**config.mk**
```make
export PLATFORM = sky130hd
export DESIGN_NAME = gate_deadtime_monitor
export DESIGN_NICKNAME = d
export VERILOG_FILES = /design/src/rtl/inverter_pkg.sv /design/src/rtl/gate_sync2.sv /design/src/rtl/gate_deadtime_monitor.sv
export SDC_FILE = /design/constraint.sdc
export NUM_CORES = 1
export LEC_CHECK = 0
export ABC_CLOCK_PERIOD_IN_PS = 3600
export BUFFER_PORTS_ARGS = -buffer_cell sky130_fd_sc_hd__buf_2
export CAP_MARGIN = 20
export CORE_ASPECT_RATIO = 1.4
export CORE_MARGIN = 10
export CORE_UTILIZATION = 40
export DETAILED_ROUTE_END_ITERATION = 10
export HOLD_SLACK_MARGIN = 0.1
export MAX_ROUTING_LAYER = met4
export PLACE_DENSITY_LB_ADDON = 0.1
export SKIP_CTS_REPAIR_TIMING = 1
export SLEW_MARGIN = 10
export SYNTH_ARGS = -nofsm -noshare
export SYNTH_HDL_FRONTEND = slang
export SYNTH_SLANG_ARGS = --single-unit
```
**constraint.sdc**
```tcl
create_clock -name CLK -period 3.6 [get_ports CLK]
set_clock_uncertainty 0.15 [all_clocks]
set_input_delay 0.18 -clock CLK [delete_from_list [all_inputs] [get_ports CLK]]
set_output_delay 0.18 -clock CLK [all_outputs]
set_load 0.1 [all_outputs]
```
**src/rtl/inverter_pkg.sv**
```systemverilog
// Shared encodings for the inverter leg IP: leg FSM states, last-driven side
// and the sampled {Q1,Q2} gate patterns.
package inverter_pkg;

    localparam int CNT_W_DEFAULT = 16;

    // Leg monitor FSM states; encodings are fixed so software/debug taps can
    // decode them directly.
    typedef enum logic [1:0] {
        ST_OFF   = 2'd0,
        ST_TOP   = 2'd1,
        ST_BOT   = 2'd2,
        ST_FAULT = 2'd3
    } leg_state_e;

    // Side that was driven most recently; NONE after reset or fault recovery.
    typedef enum logic [1:0] {
        SIDE_NONE = 2'd0,
        SIDE_TOP  = 2'd1,
        SIDE_BOT  = 2'd2
    } side_e;

    // Sampled gate patterns, ordered {Q1,Q2}.
    localparam logic [1:0] S_DEAD  = 2'b00;
    localparam logic [1:0] S_TOP   = 2'b10;
    localparam logic [1:0] S_BOT   = 2'b01;
    localparam logic [1:0] S_SHOOT = 2'b11;

endpackage

```
**src/rtl/gate_sync2.sv**
```systemverilog
// Parameterised-width two-flop synchronizer, asynchronous active-high reset
// to zero. Used on the gate-feedback path when the pins are not in CLK domain.
module gate_sync2 #(
    parameter int WIDTH = 2
) (
    input  logic             clk_i,
    input  logic             rst_i,
    input  logic [WIDTH-1:0] d_i,
    output logic [WIDTH-1:0] q_o
);

    logic [WIDTH-1:0] meta_q;
    logic [WIDTH-1:0] sync_q;

    // Two back-to-back flops give metastable samples a full cycle to settle.
    always_ff @(posedge clk_i or posedge rst_i) begin
        if (rst_i) begin
            meta_q <= '0;
            sync_q <= '0;
        end else begin
            meta_q <= d_i;
            sync_q <= meta_q;
        end
    end

    assign q_o = sync_q;

endmodule

```
**src/rtl/gate_deadtime_monitor.sv**
```systemverilog
// Per-leg gate dead-time monitor. Rebuilds the commanded leg state from the
// Q1/Q2 gate pair, measures each dead-time interval, and raises sticky
// shoot-through / short-dead-time flags that feed the PWM enable logic.
// Build option: define GATE_SYNC_EN to put a two-flop synchronizer on the
// gate inputs (needed when tapping the asynchronous gate-feedback pins).
module gate_deadtime_monitor
    import inverter_pkg::*;
#(
    parameter int CNT_W = CNT_W_DEFAULT
) (
    input  logic             CLK,
    input  logic             RST,
    input  logic             Q1_in,
    input  logic             Q2_in,
    input  logic [CNT_W-1:0] deadtime_min,
    input  logic             clr,
    output logic             Sout,
    output logic [CNT_W-1:0] dt_last,
    output logic             dt_valid,
    output logic             shoot_through,
    output logic             dt_short,
    output logic             fault
);

    localparam logic [CNT_W-1:0] CNT_MAX = '1;

    // Sampled {Q1,Q2}; the FSM only ever looks at this registered copy.
    logic [1:0] s_q;

`ifdef GATE_SYNC_EN
    // The synchronizer's output stage doubles as the sample register, so the
    // async pins cost exactly one extra edge of latency.
    gate_sync2 #(
        .WIDTH(2)
    ) u_gate_sync2 (
        .clk_i(CLK),
        .rst_i(RST),
        .d_i  ({Q1_in, Q2_in}),
        .q_o  (s_q)
    );
`else
    // Inputs already live in the CLK domain: one capture register is enough.
    always_ff @(posedge CLK or posedge RST) begin
        if (RST) begin
            s_q <= S_DEAD;
        end else begin
            s_q <= {Q1_in, Q2_in};
        end
    end
`endif

    leg_state_e       state_q, state_d;
    side_e            last_side_q, last_side_d;
    logic [CNT_W-1:0] dt_count_q, dt_count_d;
    logic [CNT_W-1:0] dt_last_q, dt_last_d;
    logic             dt_valid_q, dt_valid_d;
    logic             sout_q, sout_d;
    logic             shoot_q, shoot_d;
    logic             short_q, short_d;
    logic             fault_q, fault_d;
    logic             shoot_set, short_set, flag_clr;

    // Next-state and datapath decode for the leg FSM.
    always_comb begin
        state_d     = state_q;
        last_side_d = last_side_q;
        dt_count_d  = dt_count_q;
        dt_last_d   = dt_last_q;
        dt_valid_d  = 1'b0;
        sout_d      = sout_q;
        shoot_set   = 1'b0;
        short_set   = 1'b0;
        flag_clr    = clr;

        if (state_q == ST_FAULT) begin
            // Recovery is refused while the pins still show both gates on.
            flag_clr = clr && (s_q != S_SHOOT);
            if (flag_clr) begin
                state_d     = ST_OFF;
                dt_count_d  = '0;
                last_side_d = SIDE_NONE;
            end
        end else if (s_q == S_SHOOT) begin
            // Shoot-through outranks everything; Sout keeps its last value.
            state_d   = ST_FAULT;
            shoot_set = 1'b1;
        end else begin
            case (state_q)
                ST_OFF: begin
                    case (s_q)
                        S_TOP: begin
                            state_d     = ST_TOP;
                            dt_last_d   = dt_count_q;
                            dt_valid_d  = 1'b1;
                            // Only a genuine side change is checked; re-entry
                            // on the same side is treated as a gate glitch.
                            short_set   = (last_side_q == SIDE_BOT) &&
                                          (dt_count_q < deadtime_min);
                            last_side_d = SIDE_TOP;
                            sout_d      = 1'b1;
                            dt_count_d  = '0;
                        end
                        S_BOT: begin
                            state_d     = ST_BOT;
                            dt_last_d   = dt_count_q;
                            dt_valid_d  = 1'b1;
                            short_set   = (last_side_q == SIDE_TOP) &&
                                          (dt_count_q < deadtime_min);
                            last_side_d = SIDE_BOT;
                            sout_d      = 1'b0;
                            dt_count_d  = '0;
                        end
                        default: begin
                            // Saturate rather than wrap so a long idle leg
                            // never looks like a short interval.
                            if (dt_count_q != CNT_MAX) begin
                                dt_count_d = dt_count_q + CNT_W'(1);
                            end
                        end
                    endcase
                end
                ST_TOP: begin
                    case (s_q)
                        S_DEAD: begin
                            // This edge already saw the first dead cycle.
                            state_d    = ST_OFF;
                            dt_count_d = CNT_W'(1);
                        end
                        S_BOT: begin
                            // Hard commutation with no dead time at all.
                            state_d     = ST_BOT;
                            dt_last_d   = '0;
                            dt_valid_d  = 1'b1;
                            short_set   = 1'b1;
                            sout_d      = 1'b0;
                            last_side_d = SIDE_BOT;
                            dt_count_d  = '0;
                        end
                        default: ;
                    endcase
                end
                ST_BOT: begin
                    case (s_q)
                        S_DEAD: begin
                            state_d    = ST_OFF;
                            dt_count_d = CNT_W'(1);
                        end
                        S_TOP: begin
                            state_d     = ST_TOP;
                            dt_last_d   = '0;
                            dt_valid_d  = 1'b1;
                            short_set   = 1'b1;
                            sout_d      = 1'b1;
                            last_side_d = SIDE_TOP;
                            dt_count_d  = '0;
                        end
                        default: ;
                    endcase
                end
                default: ;
            endcase
        end

        // A new violation on the same edge as clr wins over the clear.
        shoot_d = (shoot_q & ~flag_clr) | shoot_set;
        short_d = (short_q & ~flag_clr) | short_set;
        fault_d = shoot_d | short_d;
    end

    // FSM state register.
    always_ff @(posedge CLK or posedge RST) begin
        if (RST) begin
            state_q <= ST_OFF;
        end else begin
            state_q <= state_d;
        end
    end

    // Datapath and sticky flag registers; fault is registered alongside them.
    always_ff @(posedge CLK or posedge RST) begin
        if (RST) begin
            last_side_q <= SIDE_NONE;
            dt_count_q  <= '0;
            dt_last_q   <= '0;
            dt_valid_q  <= 1'b0;
            sout_q      <= 1'b0;
            shoot_q     <= 1'b0;
            short_q     <= 1'b0;
            fault_q     <= 1'b0;
        end else begin
            last_side_q <= last_side_d;
            dt_count_q  <= dt_count_d;
            dt_last_q   <= dt_last_d;
            dt_valid_q  <= dt_valid_d;
            sout_q      <= sout_d;
            shoot_q     <= shoot_d;
            short_q     <= short_d;
            fault_q     <= fault_d;
        end
    end

    assign Sout          = sout_q;
    assign dt_last       = dt_last_q;
    assign dt_valid      = dt_valid_q;
    assign shoot_through = shoot_q;
    assign dt_short      = short_q;
    assign fault         = fault_q;

endmodule

```
# After elaboration in Yosys (flattened, before gate mapping)
# Cells that the tools add are included.
[word_totals]
register_bits = 43
in_bits = 21
elab_cells = 100
out_inout_bits = 21
[op_classes]
eq_ne = 25
reduce_logical = 14
bitwise_logic = 8
add_sub_neg = 1
order_cmp = 1
n_mux = 41
[ops]
columns = ["op", "n"]
rows = [
  ["two-way mux 16 bit", 8],
  ["case mux 16 bit (3 select lines)", 2],
  ["case mux 16 bit (2 select lines)", 2],
  ["AND reduction 6 bit", 4],
  ["adder 16 x 1 -> 16 bit, second input constant", 1],
  ["less-than comparator 16 bit", 1],
  ["!= test 16 bit, second input constant", 1],
  ["two-way mux 2 bit", 7],
  ["two-way mux 1 bit", 12],
  ["!= test 4 bit, second input constant", 3],
  ["case mux 2 bit (2 select lines)", 3],
  ["case mux 2 bit (3 select lines)", 2],
  ["equality test 2 bit, second input constant", 5],
  ["!= test 2 bit, second input constant", 5],
  ["!= test 5 bit, second input constant", 2],
  ["!= test 3 bit, second input constant", 3],
  ["case mux 1 bit (3 select lines)", 3],
  ["equality test 2 x 1 -> 1 bit, second input constant", 3],
  ["!= test 5 x 4 -> 1 bit, second input constant", 1],
  ["AND reduction 5 bit", 1],
  ["nonzero test 5 bit", 1],
  ["logical NOT 2 bit", 2],
  ["!= test 4 x 3 -> 1 bit, second input constant", 1],
  ["case mux 1 bit (2 select lines)", 2],
  ["other kinds (8)", 15],
]

# Depth between registers and ports, before layout
[depth]
word_depth = 8
ltp_mapped = 10

# Least setup slack after synthesis
# No wires, ideal clock.
[synth_path]
path_kind = "reg2reg"
from = "reg dt_count_q[0]"
to = "reg dt_count_q[6]"
slack_ps = 1505
path_buffers = 2
path_stages_with_launch = 9
synth_period_minus_slack_ps = 2095
arrival_time_ps = 1834
cell_sequence = "dfrtp_1 ha_1 nand3_4 or4_1 o211ai_2 buf_6 buf_6 o21ai_1 o41ai_1"
[synth_via]
elab_chain_cells = 6
word_cells_on_any_way = 9
[synth_lines]
columns = ["item", "line_no", "rtl"]
rows = [
  ["start, declared", "gate_deadtime_monitor.sv:54", "logic [CNT_W-1:0] dt_count_q, dt_count_d;"],
  ["start signal, assigned", "gate_deadtime_monitor.sv:192", "dt_count_q <= dt_count_d;"],
  ["adder 16 x 1 -> 16 bit", "gate_deadtime_monitor.sv:117", "dt_count_d = dt_count_q + CNT_W'(1);"],
  ["two-way mux 16 bit", "gate_deadtime_monitor.sv:116", "if (dt_count_q != CNT_MAX) begin"],
  ["two-way mux 16 bit", "gate_deadtime_monitor.sv:90", "case (s_q)"],
  ["case mux 16 bit (3 select lines)", "gate_deadtime_monitor.sv:88", "case (state_q)"],
  ["two-way mux 16 bit", "gate_deadtime_monitor.sv:83", "end else if (s_q == S_SHOOT) begin"],
  ["two-way mux 16 bit", "gate_deadtime_monitor.sv:75", "if (state_q == ST_FAULT) begin"],
]
# Several ways; a longest one is shown, not always the timed one. The select of a mux whose other input is x is not followed.
# A chain may end at the register's enable or synchronous reset.

# Worst setup path after layout
[layout_path]
from = "reg dt_count_q[0]"
to = "reg dt_count_q[2]"
# Same word-level chain as after synthesis.

==> metrics.yaml <==
power:
  powerDensity_nw_per_um2: 688
  leakage_nw: 1.52
  total_power_mw: 2.16
  vdd_drop_max_mv: 0.521
synth:
  synth_common_cells: "43 x dfrtp_1, 34 x nand2_1, 26 x inv_1, 25 x o21ai_0, 24 x ha_1"
  synth_top_family_by_area: "simple AND/OR/NAND/NOR gates"
  synth_top_area_cell: "dfrtp_1"
  synth-compound-area-share_pct: 18.9
  ys_warn_count: 0
  synth_most_common_cell: "dfrtp_1"
  synthAdderAreaFrac_pct: 11.0
  netlist_area_um2: 2740
  synth.top_cell.area_share_pct: 39.3
  synth_area_leaders: "dfrtp_1 39%, ha_1 11%, nand2_1 4.7%"
  ys_async_sr_fraction_pct: 100
  synthXorXnorAreaFrac_pct: 0
  syn_inst: 308
  ys_types: 50
  syn-num-nets: 353
  synth_seq_cells: 43
  synth-edff-count: 0
  synth-simple-area-share_pct: 22.5
  synth_seq_area_share_pct: 39.3
  avgSynthCellArea_um2: 8.88
  ys.flop_type: "dfrtp_1"
  synthMuxAreaShare_pct: 1.19
run:
  cap_violations: 0
layout:
  finalInstanceArea_um2: 3140
  drive_above_1_share_pct: 17.8
  fill_cells: 635
  fin_cells: 440
  syn_to_final_growth_pct: 15.0
  nets: 392
  utilization_pct: 47.5
  diodes: 0
timing:
  finalHoldViolCount: 0
  rsz0062_at_grt: "no"
  relSlewSlack_pct: 35.3
  period_share_pct: 79.7
  fin_crit_ns: 2.87
  finalWorstSetupSlack_ns: 0.732
  hold_ws_ns: 0.0841
  finalMaxSlewViolations: 0
  worstMarginPinSlew_ns: 0.961
  max_freq_ghz: 0.349
  setup-violations-final: 0
  final.setup.tns_ns: 0
floorplan:
  design.die.area_um2: 10600
  ioPinCount: 42
  core_area_um2: 6610
  die_y_um: 118
  initial_core_util_pct: 41.4
  rows: 35
  die_w_um: 89.9
critical_path:
  worstPathArrival_ns: 2.89
  cp.required_ns: 3.63
  cp_top_family: "simple AND/OR/NAND/NOR gates"
  crit_chain: "ha_1 -> nand3_4 -> or4_1 -> o211ai_2 -> nand2b_1 -> o21ai_0"
  cp-start-kind: "flip-flop"
  path_max_fanout: 20
  max_stage_delay_ns: 0.64
  critPathKind: "flip-flop to flip-flop"
  crit_slowest_cell: "o211ai_2"
  cp.buffers_inverters: 0
  crit_path_end_kind: "flip-flop"
global_routing:
  grt_first_pass_wirelength_um: 11400
  grt-ovfl-total: 0
  antenna_found_initial: 0
  track_usage_pct: 12.9
  grt_max_degree: 44
  grt_pass1_vias: 2344
place:
  port_buffers: 41
  dpl_cell_area_um2: 2980
  pre_cts_ws_ns: 0.725
  place_hpwl_um: 4840
  gp_congestion: 0.797
  dp_cells: 429
cts:
  path_clk_slew_ns: 0.09
  cts_buffer_depth: 2
  ctsRootBufferMaster: "clkbuf_8"
  cts_max_level: 2
  cts_tree: "built"
  cts_buffers: 5
  cts_num_sinks: 43
  insertion_delay_ns: 0.30
drt:
  routed_wl_um: 6500
  ant_nets: 0
  drt_pass1_iterations: 4
  wl_per_cell_um: 14.8
  drc: 0
  dr.first_iter.drc_count: 155
  vias_per_cell: 5.18
  num_vias: 2277
status:
  status: "finished clean"
min_path:
  holdCritPathClass: "input port to flip-flop"
cell usage in the layout (no fill, tap or decap), types with 3 or more instances in the layout:
cell / count
dlygate4sd3_1: 3
buf_2: 41
inv_1: 25
nand3_1: 12
nand2b_1: 19
o21a_1: 3
ha_1: 24
nand2_1: 34
a21oi_1: 17
nand4_1: 6
nor4_1: 4
a31oi_1: 3
o21ai_0: 25
dfrtp_1: 43
buf_4: 3
clkbuf_8: 5
nor2_1: 16
o31ai_1: 8
or4_1: 5
o21ai_1: 8
nor2b_1: 3
sequential cells by signal, summed over array words and instances (netlist names):
signal / cells
dt_valid: 1
shoot_through: 1
dt_short: 1
fault: 1
Sout: 1
state_q: 2
last_side_q: 2
dt_count_q: 16
s_q: 2
dt_last: 16
tightest hold or removal path, delay by kind of cell:
kind / cells / cell delay [ns]
AO/OA/AOI/OAI: 1 / 0.08
AND/OR/NAND/NOR: 2 / 0.12
buffers and inverters: 1 / 0.11
cells by family (layout without fill, tap and decap cells):
| logic type | after synthesis | in the layout |
|---|---|---|
| and+or+nand+nor | 115 | 115 |
| AOI/OAI and AO/OA | 82 | 82 |
| DFF | 43 | 43 |
| buffers and inverters | 41 | 81 |
| adders and majority gates | 24 | 24 |
| muxes | 3 | 3 |
final timing paths:
path	slack, ns	to	start	cells after the start
max in group asynchronous	2.52	dt_last[4]$_DFFE_PP0P_	RST	4
worst min register to register	0.33	dt_last[9]$_DFFE_PP0P_	dt_last[9]$_DFFE_PP0P_	2
min in group asynchronous	0.38	last_side_q[1]$_DFFE_PP0P_	RST	4
worst max-delay path	0.73	dt_count_q[2]$_DFFE_PP0P_	dt_count_q[0]$_DFFE_PP0P_	6
worst max register to register	0.73	dt_count_q[2]$_DFFE_PP0P_	dt_count_q[0]$_DFFE_PP0P_	6
worst min-delay path	0.08	dt_short$_DFF_PP0_	clr	4
layer usage:
layer / part of all wire [%] / global-route usage (%)
met1: 48 / 16.0
met2: 48 / 21.1
met3: 3.6 / 2.49
met4: 1.3 / 3.39
met5: 0 / -
layout make-up:
type / instances / area (µm²) / area share [%]
Sequential cell: 43 / 1080 / 34.2
Inverter: 26 / 97.6 / 3.10
Multi-Input combinational cell: 224 / 1470 / 46.6
Clock buffer: 6 / 72.6 / 2.31
Tap cell: 92 / 115 / 3.66
Timing Repair Buffer: 47 / 258 / 8.20
Clock inverter: 2 / 60.1 / 1.91
report_power, final:
part / switching [mW] / leakage, nW / total [mW] / internal, mW
Clock: 0.177 / 0.0654 / 0.455 / 0.278
Combinational: 0.767 / 0.871 / 1.11 / 0.340
Sequential: 0.0528 / 0.582 / 0.601 / 0.548
Total: 0.997 / 1.52 / 2.16 / 1.17
(Power assumes the default switching activity.)
